$ cat src/rtl/code_lock_fsm_pkg.sv
// Channel header for the code lock loop: correlator widths, lock states, dwell sum sizing
// and the circular code-shift step.
`ifndef I2Q2_WIDTH
`define I2Q2_WIDTH 32
`endif

package code_lock_fsm_pkg;

  localparam int unsigned I2Q2_W = `I2Q2_WIDTH;
  localparam int unsigned SEEK_W = 15;

  typedef enum logic [1:0] {
    StSearch = 2'd0,
    StVerify = 2'd1,
    StLocked = 2'd2
  } lock_state_e;

  // Sums of DWELL unsigned powers need log2(DWELL) extra bits to stay exact.
  function automatic int unsigned sum_width(input int unsigned dwell);
    return I2Q2_W + $clog2(dwell);
  endfunction

  // Advance a code shift by step, wrapping circularly past limit.
  function automatic logic [SEEK_W-1:0] seek_next(input logic [SEEK_W-1:0] cur,
                                                  input logic [SEEK_W-1:0] step,
                                                  input logic [SEEK_W-1:0] limit);
    logic [SEEK_W:0] sum;
    sum = {1'b0, cur} + {1'b0, step};
    if (sum > {1'b0, limit}) begin
      sum = sum - {1'b0, limit} - {{SEEK_W{1'b0}}, 1'b1};
    end
    return sum[SEEK_W-1:0];
  endfunction

endpackage

$ cat src/rtl/code_lock_fsm_if.sv
// Correlator power bus: one strobe qualifying early/prompt/late power samples.
interface code_lock_fsm_if;
  import code_lock_fsm_pkg::*;

  logic              i2q2_valid;
  logic [I2Q2_W-1:0] i2q2_early;
  logic [I2Q2_W-1:0] i2q2_prompt;
  logic [I2Q2_W-1:0] i2q2_late;

  modport master (
    output i2q2_valid,
    output i2q2_early,
    output i2q2_prompt,
    output i2q2_late
  );

  modport slave (
    input i2q2_valid,
    input i2q2_early,
    input i2q2_prompt,
    input i2q2_late
  );
endinterface

$ cat src/rtl/code_lock_fsm_dwell_accumulator.sv
// Sums DWELL qualified early/prompt/late samples; done flags the sample completing a dwell,
// with the sum outputs already including that sample.
module dwell_accumulator
  import code_lock_fsm_pkg::*;
#(
  parameter int unsigned DWELL = 4,
  parameter int unsigned SUM_W = sum_width(DWELL)
) (
  input  logic             clk,
  input  logic             reset,
  code_lock_fsm_if.slave   i2q2,
  output logic             done,
  output logic [SUM_W-1:0] sum_early,
  output logic [SUM_W-1:0] sum_prompt,
  output logic [SUM_W-1:0] sum_late
);

  localparam int unsigned CntW = (DWELL > 1) ? $clog2(DWELL) : 1;
  localparam logic [CntW-1:0] CntLast = CntW'(DWELL - 1);

  logic [SUM_W-1:0] acc_e_q, acc_p_q, acc_l_q;
  logic [CntW-1:0]  cnt_q;

  always_comb begin
    sum_early  = acc_e_q + SUM_W'(i2q2.i2q2_early);
    sum_prompt = acc_p_q + SUM_W'(i2q2.i2q2_prompt);
    sum_late   = acc_l_q + SUM_W'(i2q2.i2q2_late);
    done       = i2q2.i2q2_valid && (cnt_q == CntLast);
  end

  // Accumulators restart at zero on the completing sample, so the next valid opens a
  // fresh dwell even when it lands on the decision cycle.
  always_ff @(posedge clk) begin
    if (reset) begin
      acc_e_q <= '0;
      acc_p_q <= '0;
      acc_l_q <= '0;
      cnt_q   <= '0;
    end else if (i2q2.i2q2_valid) begin
      if (done) begin
        acc_e_q <= '0;
        acc_p_q <= '0;
        acc_l_q <= '0;
        cnt_q   <= '0;
      end else begin
        acc_e_q <= sum_early;
        acc_p_q <= sum_prompt;
        acc_l_q <= sum_late;
        cnt_q   <= cnt_q + CntW'(1);
      end
    end
  end

endmodule

$ cat src/rtl/code_lock_fsm.sv
// Code acquisition/tracking controller: searches code shifts, verifies hits, holds lock
// and requests half-chip slips from the early/late power balance.
module code_lock_fsm
  import code_lock_fsm_pkg::*;
#(
  parameter int unsigned        DWELL          = 4,
  parameter logic [31:0]        LOCK_THRESH    = 32'h0040_0000,
  parameter int unsigned        VERIFY_HITS    = 3,
  parameter int unsigned        LOSS_MISSES    = 2,
  parameter logic [31:0]        SLIP_MARGIN    = 32'h0001_0000,
  parameter logic [SEEK_W-1:0]  SEARCH_STEP    = 15'd8,
  parameter logic [SEEK_W-1:0]  CODE_SHIFT_MAX = 15'd16799,
  localparam int unsigned       SUM_W          = sum_width(DWELL)
) (
  input  logic              clk,
  input  logic              reset,
  code_lock_fsm_if.slave    i2q2,
  output logic              seek_en,
  output logic [SEEK_W-1:0] seek_target,
  output logic              slip_valid,
  output logic              slip_dir,
  output logic              locked,
  output logic [1:0]        state,
  output logic [SUM_W-1:0]  prompt_sum,
  output logic              sum_valid
);

  localparam int unsigned HitW  = $clog2(VERIFY_HITS + 1);
  localparam int unsigned MissW = $clog2(LOSS_MISSES + 1);
  localparam logic [HitW-1:0]  HitThr  = HitW'(VERIFY_HITS);
  localparam logic [MissW-1:0] MissThr = MissW'(LOSS_MISSES);
  localparam logic [SUM_W-1:0] LockThr = SUM_W'(LOCK_THRESH);
  localparam logic [SUM_W-1:0] SlipMar = SUM_W'(SLIP_MARGIN);

  logic             done;
  logic [SUM_W-1:0] sum_early, sum_prompt, sum_late;

  dwell_accumulator #(
    .DWELL (DWELL),
    .SUM_W (SUM_W)
  ) u_dwell (
    .clk        (clk),
    .reset      (reset),
    .i2q2       (i2q2),
    .done       (done),
    .sum_early  (sum_early),
    .sum_prompt (sum_prompt),
    .sum_late   (sum_late)
  );

  lock_state_e       state_q, state_d;
  logic [HitW-1:0]   hits_q, hits_d, hits_inc;
  logic [MissW-1:0]  misses_q, misses_d, misses_inc;
  logic [SEEK_W-1:0] seek_target_q, seek_target_d;
  logic              seek_en_q, seek_en_d;
  logic              slip_valid_q, slip_valid_d;
  logic              slip_dir_q, slip_dir_d;
  logic [SUM_W-1:0]  prompt_sum_q, prompt_sum_d;
  logic              sum_valid_q, sum_valid_d;
  logic              hit, early_gt, do_seek;
  logic [SUM_W-1:0]  el_mag;

  always_comb begin
    state_d       = state_q;
    hits_d        = hits_q;
    misses_d      = misses_q;
    seek_target_d = seek_target_q;
    seek_en_d     = 1'b0;
    slip_valid_d  = 1'b0;
    slip_dir_d    = slip_dir_q;
    prompt_sum_d  = prompt_sum_q;
    sum_valid_d   = 1'b0;
    do_seek       = 1'b0;

    hit        = (sum_prompt >= LockThr);
    early_gt   = (sum_early > sum_late);
    el_mag     = early_gt ? (sum_early - sum_late) : (sum_late - sum_early);
    hits_inc   = hits_q + HitW'(1);
    misses_inc = misses_q + MissW'(1);

    if (done) begin
      prompt_sum_d = sum_prompt;
      sum_valid_d  = 1'b1;
    end

    case (state_q)
      StSearch: begin
        if (done) begin
          if (hit) begin
            hits_d  = HitW'(1);
            state_d = (VERIFY_HITS <= 1) ? StLocked : StVerify;
          end else begin
            do_seek = 1'b1;
          end
        end
      end
      StVerify: begin
        if (done) begin
          if (hit) begin
            hits_d = hits_inc;
            if (hits_inc >= HitThr) begin
              state_d  = StLocked;
              misses_d = '0;
            end
          end else begin
            state_d = StSearch;
            hits_d  = '0;
            do_seek = 1'b1;
          end
        end
      end
      StLocked: begin
        if (done) begin
          if (hit) begin
            misses_d = '0;
            if (el_mag > SlipMar) begin
              slip_valid_d = 1'b1;
              slip_dir_d   = early_gt;
            end
          end else if (misses_inc >= MissThr) begin
            state_d  = StSearch;
            misses_d = '0;
            hits_d   = '0;
            do_seek  = 1'b1;
          end else begin
            misses_d = misses_inc;
          end
        end
      end
      default: state_d = StSearch;
    endcase

    if (do_seek) begin
      seek_en_d     = 1'b1;
      seek_target_d = seek_next(seek_target_q, SEARCH_STEP, CODE_SHIFT_MAX);
    end
  end

  always_ff @(posedge clk) begin
    if (reset) begin
      state_q       <= StSearch;
      hits_q        <= '0;
      misses_q      <= '0;
      seek_target_q <= '0;
      seek_en_q     <= 1'b0;
      slip_valid_q  <= 1'b0;
      slip_dir_q    <= 1'b0;
      prompt_sum_q  <= '0;
      sum_valid_q   <= 1'b0;
    end else begin
      state_q       <= state_d;
      hits_q        <= hits_d;
      misses_q      <= misses_d;
      seek_target_q <= seek_target_d;
      seek_en_q     <= seek_en_d;
      slip_valid_q  <= slip_valid_d;
      slip_dir_q    <= slip_dir_d;
      prompt_sum_q  <= prompt_sum_d;
      sum_valid_q   <= sum_valid_d;
    end
  end

  assign seek_en     = seek_en_q;
  assign seek_target = seek_target_q;
  assign slip_valid  = slip_valid_q;
  assign slip_dir    = slip_dir_q;
  assign locked      = (state_q == StLocked);
  assign state       = state_q;
  assign prompt_sum  = prompt_sum_q;
  assign sum_valid   = sum_valid_q;

endmodule

$ cat src/flat_wrapper.sv
// flat-port wrapper written by rule: the top's interface ports become plain ports
module code_lock_fsm_flat import code_lock_fsm_pkg::*;
#(
  parameter int unsigned        DWELL          = 4,
  parameter logic [31:0]        LOCK_THRESH    = 32'h0040_0000,
  parameter int unsigned        VERIFY_HITS    = 3,
  parameter int unsigned        LOSS_MISSES    = 2,
  parameter logic [31:0]        SLIP_MARGIN    = 32'h0001_0000,
  parameter logic [SEEK_W-1:0]  SEARCH_STEP    = 15'd8,
  parameter logic [SEEK_W-1:0]  CODE_SHIFT_MAX = 15'd16799,
  localparam int unsigned       SUM_W          = sum_width(DWELL)
)
  (clk, reset, seek_en, seek_target, slip_valid, slip_dir, locked, state, prompt_sum, sum_valid, i2q2_i2q2_valid, i2q2_i2q2_early, i2q2_i2q2_prompt, i2q2_i2q2_late);
  code_lock_fsm_if i2q2_i ();
  input  logic clk;
  input  logic reset;
  output logic seek_en;
  output logic [SEEK_W-1:0] seek_target;
  output logic slip_valid;
  output logic slip_dir;
  output logic locked;
  output logic [1:0] state;
  output logic [SUM_W-1:0] prompt_sum;
  output logic sum_valid;
  input wire logic [$bits(i2q2_i.i2q2_valid)-1:0] i2q2_i2q2_valid;
  input wire logic [$bits(i2q2_i.i2q2_early)-1:0] i2q2_i2q2_early;
  input wire logic [$bits(i2q2_i.i2q2_prompt)-1:0] i2q2_i2q2_prompt;
  input wire logic [$bits(i2q2_i.i2q2_late)-1:0] i2q2_i2q2_late;
  assign i2q2_i.i2q2_valid = i2q2_i2q2_valid;
  assign i2q2_i.i2q2_early = i2q2_i2q2_early;
  assign i2q2_i.i2q2_prompt = i2q2_i2q2_prompt;
  assign i2q2_i.i2q2_late = i2q2_i2q2_late;
  code_lock_fsm #(.DWELL(DWELL), .LOCK_THRESH(LOCK_THRESH), .VERIFY_HITS(VERIFY_HITS), .LOSS_MISSES(LOSS_MISSES), .SLIP_MARGIN(SLIP_MARGIN), .SEARCH_STEP(SEARCH_STEP), .CODE_SHIFT_MAX(CODE_SHIFT_MAX)) u_core (.clk(clk), .reset(reset), .i2q2(i2q2_i), .seek_en(seek_en), .seek_target(seek_target), .slip_valid(slip_valid), .slip_dir(slip_dir), .locked(locked), .state(state), .prompt_sum(prompt_sum), .sum_valid(sum_valid));
endmodule
$ cat config.mk
export PLATFORM = sky130hd
export DESIGN_NAME = code_lock_fsm_flat
export DESIGN_NICKNAME = d
export VERILOG_FILES = /design/src/rtl/code_lock_fsm_pkg.sv /design/src/rtl/code_lock_fsm_if.sv /design/src/rtl/code_lock_fsm_dwell_accumulator.sv /design/src/rtl/code_lock_fsm.sv /design/src/flat_wrapper.sv
export SDC_FILE = /design/constraint.sdc
export NUM_CORES = 1
export LEC_CHECK = 0
export ABC_AREA = 1
export BUFFER_PORTS_ARGS = -buffer_cell sky130_fd_sc_hd__buf_2
export CORE_MARGIN = 2
export CORE_UTILIZATION = 45
export DETAILED_ROUTE_END_ITERATION = 12
export PLACE_DENSITY = 0.69
export SLEW_MARGIN = 20
export SYNTH_ARGS = -nofsm -noshare
export SYNTH_HDL_FRONTEND = slang
export SYNTH_SLANG_ARGS = --single-unit
$ cat constraint.sdc
create_clock -name clk -period 4.6 [get_ports clk]
set_clock_uncertainty 0.05 [all_clocks]
set_input_delay 0.23 -clock clk [delete_from_list [all_inputs] [get_ports clk]]
set_output_delay 0.23 -clock clk [all_outputs]
set_load 0.05 [all_outputs]
==> flow_metrics.py <==
metrics = {
    "grt": {
        "groute.usage.overall_pct": 29.83,
        "antenna_found_initial": 5,
        "grt_start_max_net_pins": 93,
        "grt.overflow.total": 0,
        "grt_first_pass_wirelength_um": 85800,
        "via_count_of_the_first_global_routing_pass": 17420,
    },
    "setup_path": {
        "critical_path.slowest_cell": "sky130_fd_sc_hd__dfxtp_2",
        "timing.critical_path.fanout_max": 4,
        "crit_cells": 35,
        "crit_arrival_ns": 5.39,
        "worst-path-buf-inv": 6,
        "path_common_cell": "sky130_fd_sc_hd__nand2_1",
        "timing.critical_path.required_ns": 4.90,
        "ff2ff_path_depth": 35,
        "cp-start-kind": "flop",
        "timing.critical_path.max_delay_family": "simple AND/OR/NAND/NOR gates",
        "timing.critical_path.to_type": "flop",
        "timing.critical_path.slowest_cell_delay_ns": 0.34,
        "crit_type": "flop to flop",
    },
    "route": {
        "drt_pass1_iterations": 7,
        "ant_nets": 0,
        "vias_per_cell": 5.234,
        "wl_per_cell_um": 16.11,
        "routed_wirelength_um": 55020,
        "vias": 17880,
        "number_of_drc_violations_after_detailed_routing": 0,
        "detailedRoute.firstIterationViolations": 1121,
    },
    "floorplan": {
        "initial_core_util_pct": 45.73,
        "floorplan.io_pins": 155,
        "dieArea_um2": 35650,
        "rows": 67,
        "die_h_um": 188.8,
        "coreArea_um2": 33620,
        "die_width_um": 188.8,
    },
    "timing": {
        "timing.setup.tns_ns": -0.9679,
        "rsz0062_at_grt": "yes",
        "timing.max_slew.rel_slack_pct": 31.17,
        "fin_ws_ns": -0.4877,
        "finalCritPeriodShare_pct": 110.6,
        "report.final.hold_viol_count": 0,
        "tightestPinTransition_ns": 1.032,
        "post-route-min-period_ns": 5.088,
        "final-max-slew-violation-count": 0,
        "clock.fmax_ghz": 0.1966,
        "setup-violations-final": 2,
    },
    "yosys": {
        "yosys_register_bits": 160,
        "postSynthCellCount": 2398,
        "synthesis.yosys.warnings": 0,
        "netlist-cell-type-count": 57,
        "synth.yosys.seq_area_share_pct": 20.84,
        "syn_area_um2": 15370,
        "synthesis.area_per_instance_um2": 6.410,
    },
    "final_layout": {
        "final_util_pct": 64.70,
        "drive_above_1_share_pct": 30.30,
        "fill_cells": 2945,
        "final_design_area_no_fill_um2": 21750,
        "finalNetCount": 3227,
        "areaGrowthSynthToFinish_pct": 41.49,
    },
    "clocking": {
        "htree_num_levels": 4,
        "cts-root-to-sink-buffers": 2,
        "tritoncts.num_buffers": 17,
        "clockRootBuffer": "sky130_fd_sc_hd__clkbuf_16",
        "clock_pin_slew_worst_setup_and_hold_paths_ns": 0.08,
        "cts_hold_buf": 0,
        "cts.sinks": 160,
        "clk_latency_ns": 0.46,
        "cts_tree": "built",
    },
    "placed_design": {
        "place_ws_ns": -1.012,
        "placed_area_um2": 19430,
        "placement.io_buffers": 151,
        "gp_congestion": 0.9930,
        "dp.final_hpwl_um": 42300,
    },
    "outcome": {
        "violations": "setup timing",
        "outcome": "complete, but fails checks",
    },
    "job": {
        "maxCapViolCount": 0,
    },
    "power": {
        "power.static_leakage_uw": 0.01127,
        "p_per_area_nw_per_um2": 613.3,
        "vdd.ir_drop.worst_mv": 0.4133,
    },
    "worst_hold_path": {
        "min_path_cells": 2,
        "timing.hold.worst.class": "input port to flop",
    },
}
## repair_timing
action                                  CTS  global route
pin swaps                                40            69
cloned                                    5             1
resized for setup                       107           153
endpoints found under the setup margin    2             2
buffers inserted                         32            18
## cells in the final DEF, fill, tap and decap left out, drive strengths merged, types with 14 or more instances in the layout
cell,instances
nand2,641
buf,606
inv,324
a21oi,297
nor2,188
ha,170
dfxtp,160
o21ai,121
nand3,99
xor2,94
xnor2,50
nand4,31
clkbuf,20
o21bai,19
o211ai,18
nor3,16
a21boi,14
a31oi,14
## sequential cells by signal, summed over array words and instances (netlist names), 12 cells and up
name                    cells
u_core.prompt_sum          34
u_core.seek_target         12
u_core.u_dwell.acc_e_q     34
u_core.u_dwell.acc_l_q     34
u_core.u_dwell.acc_p_q     34
## cell families (layout without fill, tap and decap cells)
group           count (synthesis)  in the layout  synth area share, %
simple gates                  995            997                26.94
compound gates                524            524                19.42
buf+inv                       399            961                10.08
fa+ha+maj                     175            175                14.49
flops                         160            160                20.84
xor+xnor                      144            144                8.205
other cells                     1              7              0.02440
## report_power, final
part	switching, uW	internal (uW)	total, uW
Sequential	89.2	1540	1630
Combinational	5650	4600	10300
Clock	659	799	1460
## area by class of cell
cell class	instances	area [um2]	share of cell area, %
repair buffers	607	4320	19.87
clock inverters	11	132.6	0.6098
clock buffers	19	432.9	1.991
multi-input cells	1843	11860	54.53
flip-flops and latches	160	3214	14.78
diodes	4	10.01	0.04602
inverters	324	1217	5.598
well taps	448	560.5	2.577
## cell usage after synthesis (all sizes together)
cell       n  share of area (%)
and2       1              0.041
a221oi     1              0.057
nand3b     7               0.37
o221a      5               0.37
clkinv     2              0.049
dfxtp    160                 21
or2        9               0.37
a21oi    297                9.9
o22ai      2              0.081
nor4       4               0.16
o221ai     1              0.057
o211ai    18               0.88
nand4     31                1.4
a21boi    14               0.73
o31ai      2              0.098
a2111oi    1              0.057
nor2     188                4.8
o21ai    121                4.1
inv      322                7.9
and3       1              0.073
o21a      10               0.49
a31oi     14               0.57
buf       24               0.92
o21bai    19               0.93
o41ai      3               0.17
a21o       6               0.29
fa         5               0.65
xnor2     50                2.8
o211a      2               0.13
nand3     99                3.4
conb       1              0.024
clkbuf    51                1.2
o2111ai    1              0.057
nand2    639                 16
nor3      16               0.55
ha       170                 14
a211oi     3               0.18
a31o       4               0.23
xor2      94                5.4
## path summary, 6_finish.rpt
kind                                                to                                    from  slack, ns
setup reg to reg          u_core.slip_valid$_SDFF_PP0_  u_core.u_dwell.acc_e_q[2]$_SDFFE_PP0P_      -0.49
hold / removal    u_core.u_dwell.cnt_q[0]$_SDFFE_PP0P_                         i2q2_i2q2_valid       0.02
setup / recovery          u_core.slip_valid$_SDFF_PP0_  u_core.u_dwell.acc_e_q[2]$_SDFFE_PP0P_      -0.49
hold reg to reg        u_core.misses_q[1]$_SDFFE_PP0P_         u_core.misses_q[1]$_SDFFE_PP0P_       0.40
## layer usage
metal | vias up | wire, um | global-route usage [%]
li1 | 8907 | - | -
met1 | 8309 | 23950 | 38.07
met2 | 559 | 25840 | 50.79
met3 | 102 | 3543 | 5.308
met4 | 4 | 1665 | 9.736
met5 | - | 28 | 0
## metrics by stage
step	hold slack, ns	total power, uW	std cells
2_1_floorplan	0.3765	6715	2400
3_3_place_gp	0.3877	10350	3326
3_5_place_dp	0.3912	10450	3326
4_1_cts	0.006757	12480	3393
5_1_grt	0.04176	14300	3413
6_report	0.02441	13340	3416
Note: power is estimated with default switching activity, not from simulation.
